==> config.mk <==
export PLATFORM = sky130hd
export DESIGN_NAME = key_entry
export DESIGN_NICKNAME = d
export VERILOG_FILES = /design/src/rtl/keypad_pkg.sv /design/src/rtl/key_debounce.sv /design/src/rtl/key_entry.sv
export SDC_FILE = /design/constraint.sdc
export NUM_CORES = 1
export LEC_CHECK = 0
export ABC_AREA = 1
export BUFFER_PORTS_ARGS = -buffer_cell sky130_fd_sc_hd__buf_2
export CAP_MARGIN = 20
export CORE_UTILIZATION = 40
export DETAILED_ROUTE_END_ITERATION = 16
export PLACE_DENSITY_LB_ADDON = 0.2
export SYNTH_ARGS = -nofsm -noshare
export SYNTH_HDL_FRONTEND = slang
export SYNTH_SLANG_ARGS = --single-unit
==> constraint.sdc <==
create_clock -name clk -period 5.8 [get_ports clk]
set_clock_uncertainty 0.15 [all_clocks]
set_input_delay 0.58 -clock clk [delete_from_list [all_inputs] [get_ports clk]]
set_output_delay 0.58 -clock clk [all_outputs]
set_load 0.005 [all_outputs]
==> src/rtl/keypad_pkg.sv <==
// Shared key codes, debounce FSM states and command encodings for the keypad consumer.
// Pure declarations; no logic, no latency.
// Used by key_debounce and key_entry.
package keypad_pkg;

    localparam logic [4:0] KEY_A    = 5'd10;
    localparam logic [4:0] KEY_B    = 5'd11;
    localparam logic [4:0] KEY_C    = 5'd12;
    localparam logic [4:0] KEY_D    = 5'd13;
    localparam logic [4:0] KEY_HASH = 5'd14;
    localparam logic [4:0] KEY_STAR = 5'd15;
    localparam logic [4:0] KEY_NONE = 5'd31;

    localparam logic [1:0] CMD_A = 2'd0;
    localparam logic [1:0] CMD_B = 2'd1;
    localparam logic [1:0] CMD_C = 2'd2;

    typedef enum logic [1:0] {
        ST_IDLE      = 2'd0,
        ST_PRESS_DEB = 2'd1,
        ST_HELD      = 2'd2,
        ST_REL_DEB   = 2'd3
    } deb_state_e;

endpackage

==> src/rtl/key_debounce.sv <==
// Debounces the scanner key/pressed pair into one key_evt pulse per physical press.
// key_evt fires DEBOUNCE_CYCLES cycles after the first stable raw-press cycle.
// No backpressure: events are single-cycle pulses and must be consumed immediately.
module key_debounce
    import keypad_pkg::*;
#(
    parameter int DEBOUNCE_CYCLES = 270000
) (
    input  logic       clk,
    input  logic       rst_n,
    input  logic [4:0] key,
    input  logic       keypad_pressed,
    output logic       key_evt,
    output logic [3:0] evt_code
);

    localparam int CW = (DEBOUNCE_CYCLES > 1) ? $clog2(DEBOUNCE_CYCLES) : 1;
    localparam logic [CW-1:0] CNT_MAX = CW'(DEBOUNCE_CYCLES - 1);

    deb_state_e    state_q, state_d;
    logic [CW-1:0] cnt_q, cnt_d;
    logic [3:0]    cand_q, cand_d;
    logic          raw_press;

    // Codes 16-31 (including "none") read as released regardless of the flag.
    assign raw_press = keypad_pressed & ~key[4];
    assign evt_code  = cand_q;

    always_comb begin
        state_d = state_q;
        cnt_d   = cnt_q;
        cand_d  = cand_q;
        key_evt = 1'b0;
        case (state_q)
            ST_IDLE: begin
                if (raw_press) begin
                    cand_d  = key[3:0];
                    cnt_d   = '0;
                    state_d = ST_PRESS_DEB;
                end
            end
            ST_PRESS_DEB: begin
                if (!raw_press) begin
                    cnt_d   = '0;
                    state_d = ST_IDLE;
                end else if (key[3:0] != cand_q) begin
                    cand_d = key[3:0];
                    cnt_d  = '0;
                end else if (cnt_q == CNT_MAX) begin
                    key_evt = 1'b1;
                    state_d = ST_HELD;
                end else begin
                    cnt_d = cnt_q + CW'(1);
                end
            end
            ST_HELD: begin
                if (!raw_press) begin
                    cnt_d   = '0;
                    state_d = ST_REL_DEB;
                end
            end
            ST_REL_DEB: begin
                if (raw_press) begin
                    cnt_d   = '0;
                    state_d = ST_HELD;
                end else if (cnt_q == CNT_MAX) begin
                    state_d = ST_IDLE;
                end else begin
                    cnt_d = cnt_q + CW'(1);
                end
            end
            default: state_d = ST_IDLE;
        endcase
    end

    always_ff @(posedge clk or negedge rst_n) begin
        if (!rst_n) begin
            state_q <= ST_IDLE;
            cnt_q   <= '0;
            cand_q  <= '0;
        end else begin
            state_q <= state_d;
            cnt_q   <= cnt_d;
            cand_q  <= cand_d;
        end
    end

endmodule

==> src/rtl/key_entry.sv <==
// Keypad entry: BCD digit buffer with edit keys, committed code over valid/ready, A/B/C commands.
// Buffer/command/error outputs update on the edge that ends the debounced key event cycle.
// code_valid holds code/code_len stable until code_ready; keys arriving meanwhile are rejected.
module key_entry
    import keypad_pkg::*;
#(
    parameter int MAX_DIGITS      = 4,
    parameter int DEBOUNCE_CYCLES = 270000
) (
    input  logic                              clk,
    input  logic                              rst_n,
    input  logic [4:0]                        key,
    input  logic                              keypad_pressed,
    output logic [4*MAX_DIGITS-1:0]           digits,
    output logic [$clog2(MAX_DIGITS+1)-1:0]   digit_count,
    output logic [4*MAX_DIGITS-1:0]           code,
    output logic [$clog2(MAX_DIGITS+1)-1:0]   code_len,
    output logic                              code_valid,
    input  logic                              code_ready,
    output logic [1:0]                        cmd,
    output logic                              cmd_valid,
    output logic                              entry_err
);

    localparam int DW = 4 * MAX_DIGITS;
    localparam int NW = $clog2(MAX_DIGITS + 1);

    logic          key_evt;
    logic [3:0]    evt_code;
    logic [4:0]    evt5;
    logic [3:0]    cmd_off;
    logic [DW-1:0] digits_q, digits_d, code_q, code_d;
    logic [NW-1:0] count_q, count_d, code_len_q, code_len_d;
    logic          code_vld_q, code_vld_d, cmd_vld_q, cmd_vld_d, err_q, err_d;
    logic [1:0]    cmd_q, cmd_d;

    key_debounce #(.DEBOUNCE_CYCLES(DEBOUNCE_CYCLES)) u_deb (
        .clk            (clk),
        .rst_n          (rst_n),
        .key            (key),
        .keypad_pressed (keypad_pressed),
        .key_evt        (key_evt),
        .evt_code       (evt_code)
    );

    assign evt5    = {1'b0, evt_code};
    assign cmd_off = evt_code - 4'd10;

    always_comb begin
        digits_d   = digits_q;
        count_d    = count_q;
        code_d     = code_q;
        code_len_d = code_len_q;
        code_vld_d = code_vld_q;
        cmd_d      = cmd_q;
        cmd_vld_d  = 1'b0;
        err_d      = 1'b0;
        if (code_vld_q && code_ready) begin
            code_vld_d = 1'b0;
        end
        if (key_evt) begin
            if (evt5 == KEY_A || evt5 == KEY_B || evt5 == KEY_C) begin
                cmd_d     = cmd_off[1:0];
                cmd_vld_d = 1'b1;
            end else if (code_vld_q) begin
                if (evt5 == KEY_STAR) begin
                    digits_d = '0;
                    count_d  = '0;
                    // An acceptance in the same cycle wins; '*' then only clears the buffer.
                    if (!code_ready) begin
                        code_vld_d = 1'b0;
                        code_d     = '0;
                        code_len_d = '0;
                    end
                end else begin
                    err_d = 1'b1;
                end
            end else if (evt_code < 4'd10) begin
                if (count_q < NW'(MAX_DIGITS)) begin
                    digits_d = (digits_q << 4) | DW'(evt_code);
                    count_d  = count_q + NW'(1);
                end else begin
                    err_d = 1'b1;
                end
            end else if (evt5 == KEY_D) begin
                if (count_q != '0) begin
                    digits_d = digits_q >> 4;
                    count_d  = count_q - NW'(1);
                end else begin
                    err_d = 1'b1;
                end
            end else if (evt5 == KEY_STAR) begin
                digits_d = '0;
                count_d  = '0;
            end else begin
                if (count_q != '0) begin
                    code_d     = digits_q;
                    code_len_d = count_q;
                    code_vld_d = 1'b1;
                    digits_d   = '0;
                    count_d    = '0;
                end else begin
                    err_d = 1'b1;
                end
            end
        end
    end

    always_ff @(posedge clk or negedge rst_n) begin
        if (!rst_n) begin
            digits_q   <= '0;
            count_q    <= '0;
            code_q     <= '0;
            code_len_q <= '0;
            code_vld_q <= 1'b0;
            cmd_q      <= '0;
            cmd_vld_q  <= 1'b0;
            err_q      <= 1'b0;
        end else begin
            digits_q   <= digits_d;
            count_q    <= count_d;
            code_q     <= code_d;
            code_len_q <= code_len_d;
            code_vld_q <= code_vld_d;
            cmd_q      <= cmd_d;
            cmd_vld_q  <= cmd_vld_d;
            err_q      <= err_d;
        end
    end

    assign digits      = digits_q;
    assign digit_count = count_q;
    assign code        = code_q;
    assign code_len    = code_len_q;
    assign code_valid  = code_vld_q;
    assign cmd         = cmd_q;
    assign cmd_valid   = cmd_vld_q;
    assign entry_err   = err_q;

endmodule

## Word-level counts from Yosys, hierarchy flattened

Index checks and enable logic that the tools add are counted.

| cells by class | value |
|---|---|
| $add $sub $neg | 4 |
| multipliers | 0 |
| div/mod/pow operators | 0 |
| magnitude comparators | 2 |
| equality and inequality tests | 24 |
| shifts and indexed selects | 0 |
| multiplexer cells | 74 |
| bitwise operators | 4 |
| reductions and logical operators | 14 |

Operator list:

| operator | count |
|---|---|
| 16-bit 2-to-1 mux | 15 |
| 19-bit 2-to-1 mux | 6 |
| 19-bit one-hot mux with 4 select lines | 1 |
| 3-bit 2-to-1 mux | 15 |
| 1-bit 2-to-1 mux | 25 |
| 4-bit == test, second input constant | 5 |
| 19-bit by 1-bit adder with 19-bit output, second input constant | 1 |
| 19-bit == test, second input constant | 1 |
| 16-bit by 4-bit bitwise OR with 16-bit output | 1 |
| 2-bit 2-to-1 mux | 7 |
| 4-bit 2-to-1 mux | 3 |
| 2-bit inequality test, second input constant | 5 |
| 2-bit by 1-bit inequality test with 1-bit output, second input constant | 4 |
| 2-bit one-hot mux with 4 select lines | 1 |
| 4-bit one-hot mux with 2 select lines | 1 |
| 8-bit AND reduction | 1 |
| 3-bit inequality test, second input constant | 2 |
| 6-bit AND reduction | 1 |
| 3-bit nonzero test | 2 |
| 5-bit AND reduction | 1 |
| 2-bit == test, second input constant | 2 |
| 4-bit less-than comparator, second input constant | 1 |
| 4-bit by 3-bit inequality test with 1-bit output, second input constant | 1 |
| 4-bit inequality test | 1 |
| 15 further kinds | 19 |

| storage, ports and cells | value |
|---|---|
| register bits | 68 |
| bits in latches | 0 |
| memory bits (writable) | 0 |
| bits in read-only memories | 0 |
| input bits | 9 |
| output and inout port bits | 43 |
| logic and storage cells | 133 |
| memories kept | 0 |

## Depth between registers and ports, before layout

| depth | value |
|---|---|
| word-level depth | 9 |
| depth in mapped cells | 12 |
| gate-level depth less buffers | 11 |

## Hierarchy

From an unflattened synthesis, not the netlist that was laid out.

| second synthesis, totals | value |
|---|---|
| cells, all modules | 586 |
| area total of the unflattened synthesis | 4150.2 um^2 |

By module, submodules not included:

| module | times used | cells an instance | area an instance (um^2) | seq. area each (um^2) |
|---|---|---|---|---|
| key_entry | 1 | 322 | 2428.6 | 1076.0 |
| key_debounce | 1 | 264 | 1721.7 | 625.6 |

## Worst setup path after synthesis

OpenSTA, ideal clock, no wires.

| path | value |
|---|---|
| path kind | reg-to-reg |
| from | register count_q[0], in the netlist digit_count[0] |
| to | register code_q[0], in the netlist code[0] |
| library setup time | 0.130 ns |
| arrival time | 1.611 ns |
| required time | 5.520 ns |
| slack | 3.908 ns |
| stages on the path, launching flop included | 13 |
| path buffers | 2 |
| period minus slack after synthesis | 1.892 ns |
| cells stage by stage | dfrtp_1 -> inv_1 -> ha_1 -> inv_1 -> nor2_1 -> o21ai_2 -> nand3b_4 -> nor2_8 -> nand2_2 -> buf_6 -> buf_6 -> nand2_1 -> o21ai_1 |

| between the ends | value |
|---|---|
| cells in the longest elaborated chain, start to end | 3 |

RTL lines:

| what | line | RTL |
|---|---|---|
| from (decl) | key_entry.sv:33 | `logic [NW-1:0] count_q, count_d, code_len_q, code_len_d;` |
| from (signal assigned) | key_entry.sv:121 | `count_q <= count_d;` |
| 3-bit nonzero test | key_entry.sv:96 | `if (count_q != '0) begin` |
| 2-bit nonzero test (no source line) | -- |  |
| 8-bit AND reduction (no source line) | -- |  |
| to (signal assigned) | key_entry.sv:122 | `code_q <= code_d;` |
| to (decl) | key_entry.sv:32 | `logic [DW-1:0] digits_q, digits_d, code_q, code_d;` |

No other way between the ends.
A chain may end at the register's enable or synchronous reset.

## Final worst setup path

| path | value |
|---|---|
| from | register code_vld_q, in the netlist code_valid |
| to | register digits_q[13], in the netlist digits[13] |

| between the ends | value |
|---|---|
| cells in the longest elaborated chain, start to end | 2 |
| elaborated cells between the ends (all ways) | 5 |
| those cells by class | eq/ne: 3; mux: 1; reduce/logical: 1 |

RTL lines:

| what | line | RTL |
|---|---|---|
| from (decl) | key_entry.sv:34 | `logic code_vld_q, code_vld_d, cmd_vld_q, cmd_vld_d, err_q, err_d;` |
| from (signal assigned) | key_entry.sv:124 | `code_vld_q <= code_vld_d;` |
| 4-bit by 3-bit inequality test with 1-bit output (no source line), or another cell as far along | -- |  |
| 6-bit AND reduction (no source line) | -- |  |
| to (signal assigned) | key_entry.sv:120 | `digits_q <= digits_d;` |
| to (decl) | key_entry.sv:32 |  |

Parallel ways exist; a longest one is shown, timed or not.

==> run_results.csv <==
group,metric,value,unit
status,status,"finished clean",
worst_setup_path,path_cells,"inv_1 > nand2_1 > o21ai_1 > nor2_4 > nand4_2 > nand2_1 > o21ai_2",
clock_network,clk_pin_slew,0.08,ns
synth,synth_flop_cell,"dfrtp_1",
finish,diodes,0,
min_path,hp-class,"input pin to asynchronous set/reset pin",
route,wl,9802,um
finish,synthToLayoutAreaGrowth,14.44,%
route,ant_nets,0,
timing,tns,0,ns
floorplanning,die-area,10520,um^2
placement,dp_cells,738,
grt,grt_pass1_vias,3379,
synth,synth.avg_cell_area,7.134,um^2
synth,synth_top_area_cell,"dfrtp_1",
floorplanning,io_pins,52,
synth,synth.ff_latch_count,68,
worst_setup_path,reg2reg_slack,2.80,ns
route,via_per_inst,4.822,
worst_setup_path,critPathLaunchType,"register",
pwr,ir_drop,0.1363,mV
finish,regArea,1702,um^2
worst_setup_path,critPathCaptureType,"register",
clock_network,root_buffer,"clkbuf_8",
timing,setup_viol,0,
clock_network,clk_path_buf_depth,2,
synth,synth_edf_count,0,
grt,grt_pass1_wl,16480,um
pwr,p_leak,0.002467,uW
flow_run,drv_cap,0,
placement,dpl.hpwl,7172,um
route,wl_met3,367,um
route,avgRoutedWirePerCell,13.00,um
synth,synthesis.area,4045,um^2
worst_setup_path,path_delay_family,"simple AND/OR/NAND/NOR gates",
route,routed.top_layer,"met4",
synth,syn-instance-count,567,
route,wirelength_met1,4935,um
floorplanning,initial_core_util,41.39,%
synth,ys_types,38,
timing,holdWs,0.2610,ns
grt,grt_max_degree,69,
clock_network,cts_setup_buffers,0,
clock_network,h-tree-depth,3,
route,via_count,3636,
timing,worst_slew_pin_slew,0.8768,ns
synth,yosysWarnings,0,
synth,synth_common_cells,"179 x nand2_1, 96 x inv_1, 68 x dfrtp_1",
synth,ys_top_cells_by_area,"dfrtp_1 42%, nand2_1 17%, inv_1 8.9%, nand3_1 6.2%, nor2_1 3.6%",
grt,grt_use_total,20.24,%
route,drt_iter0_drc,158,
finish,multi_input_comb_area,1861,um^2
timing,setup_slack,2.796,ns
finish,fin_util,47.36,%
floorplanning,row_count,36,
synth,synth-simple-area-share,33.75,%
synth,synth-seq-area-share,42.07,%
timing,slew_headroom,41.54,%
timing,fin_crit_sh,51.79,%
floorplanning,die_x,102.6,um
route,wl_met2,4339,um
timing,hold_viol,0,
pwr,power.density,290.0,nW/um^2
worst_setup_path,worstPathArrival,3.07,ns
route,drtPass1Iterations,4,
worst_setup_path,path_class,"register to register",
grt,antenna_found_initial,0,
timing,maxSlewViolCount,0,
timing,timing.final.crit_period,3.004,ns
placement,port_buffers,51,
synth,synth_compound_area_share,9.248,%
placement,gp_congestion,0.8819,
floorplanning,die_height,102.6,um
worst_setup_path,crit_buf_inv,1,
clock_network,clk_latency,0.35,ns
synth,synth_xor_area_share,1.516,%
clock_network,holdBufCountCts,0,
synth,synth_nets,580,
placement,post-place-ws,2.831,ns
synth,async_reset_ff_share,100.0,%
worst_setup_path,crit_top_cell,"nand2_1",
clock_network,clock_sinks,68,
worst_setup_path,cp.required,5.86,ns
grt,overflow,0,
worst_setup_path,crit_path_max_fanout,25,
floorplanning,coreArea,9774,um^2
synth,synth_top_family_by_area,"simple AND/OR/NAND/NOR gates",
timing,fmax,332.9,MHz
clock_network,cts_resized,0,
finish,final_cells,754,
clock_network,cts_buffers,9,
clock_network,cts_tree,"built",
timing,rsz0062_at_grt,"false",
finish,final_nets,629,
finish,drive_above_1_share,16.43,%
synth,yosys.area_share.adder,1.237,%
synth,synth_mux_area_share,0.2474,%
synth,yosysTopAreaCellShare,42.07,%
finish,fillers,1002,
worst_setup_path,crit_path_top_delay_cell,"nand4_2",
synth,synth.most_common_cell,"nand2_1",
route,drc,0,
worst_setup_path,slowest_delay,0.66,ns
kinds of logic after synthesis:
| family | count (synthesis) |
|---|---|
| AOI/OAI and AO/OA | 61 |
| xor gates and xnor gates | 7 |
| adders and majority gates | 4 |
| buffers and inverters | 118 |
| DFF | 68 |
| muxes | 1 |
| and+or+nand+nor | 308 |
layout make-up:
class / instances / area share (%)
clock buffer: 9 / 2.676
clock inverter: 7 / 2.676
inverter: 104 / 8.432
multi-input combinational: 381 / 40.19
sequential: 68 / 36.76
tap: 133 / 3.595
timing repair buffer: 52 / 5.676
where the power goes:
| part | internal [uW] | switching [uW] | total, uW | leakage (uW) |
|---|---|---|---|---|
| clock | 288 | 200 | 489 | 0.000120 |
| combinational | 94.3 | 222 | 316 | 0.00152 |
| sequential | 495 | 42.0 | 537 | 0.000831 |
layer usage:
layer / global-route usage (%) / up-vias
li1: - / 1870
met5: 0 / -
met4: 7.033 / 0
met2: 30.97 / 70
met3: 3.119 / 15
met1: 29.06 / 1681
metrics by stage:
stage	power [uW]	instance area, um^2
after floorplan	782.2	4045
after global routing	1423	4629
after CTS	1355	4629
after global placement	857.7	4382
final	1342	4629
after detailed placement	862.1	4382
sequential cells by signal, indices dropped and copies added (netlist names), named ones only:
register,cells
u_deb.evt_code,4
code,16
digit_count,3
entry_err,1
cmd,2
code_len,3
u_deb.cnt_q,19
digits,16
u_deb.state_q,1
cmd_valid,1
code_valid,1
final timing paths:
check                                             end  cells after the start                  from
max                            digits[13]$_DFFE_PN0P_                      7  code_valid$_DFF_PN0_
min                               cmd_valid$_DFF_PN0_                      2                 rst_n
max reg2reg                    digits[13]$_DFFE_PN0P_                      7  code_valid$_DFF_PN0_
min reg2reg                        cmd[1]$_DFFE_PN0P_                      2    cmd[1]$_DFFE_PN0P_
max in group asynchronous  u_deb.cnt_q[0]$_DFFE_PN0P_                      2                 rst_n
min in group clk                   cmd[1]$_DFFE_PN0P_                      2    cmd[1]$_DFFE_PN0P_
cells in the final DEF (no fill, tap or decap), types with 2 or more instances in the layout:
master and count:
bufinv_16 3, o211ai_1 2, nor3_1 7, o21ai_2 9, nand2_2 5, nor2_4 2
inv_2 5, nand3b_1 3, nand3_1 50, nand2_1 179, nand4_1 9, xor2_1 5
o22ai_1 11, clkinv_1 3, xnor2_1 2, a21oi_1 4, o21ai_1 11, nor2_2 5
dfrtp_1 68, buf_2 51, clkinv_4 2, nor2_1 39, or2_2 3, a32oi_1 3
o21ai_0 19, inv_1 96, clkbuf_8 9, ha_1 4
No activity file was read; power rests on OpenSTA's default activity.
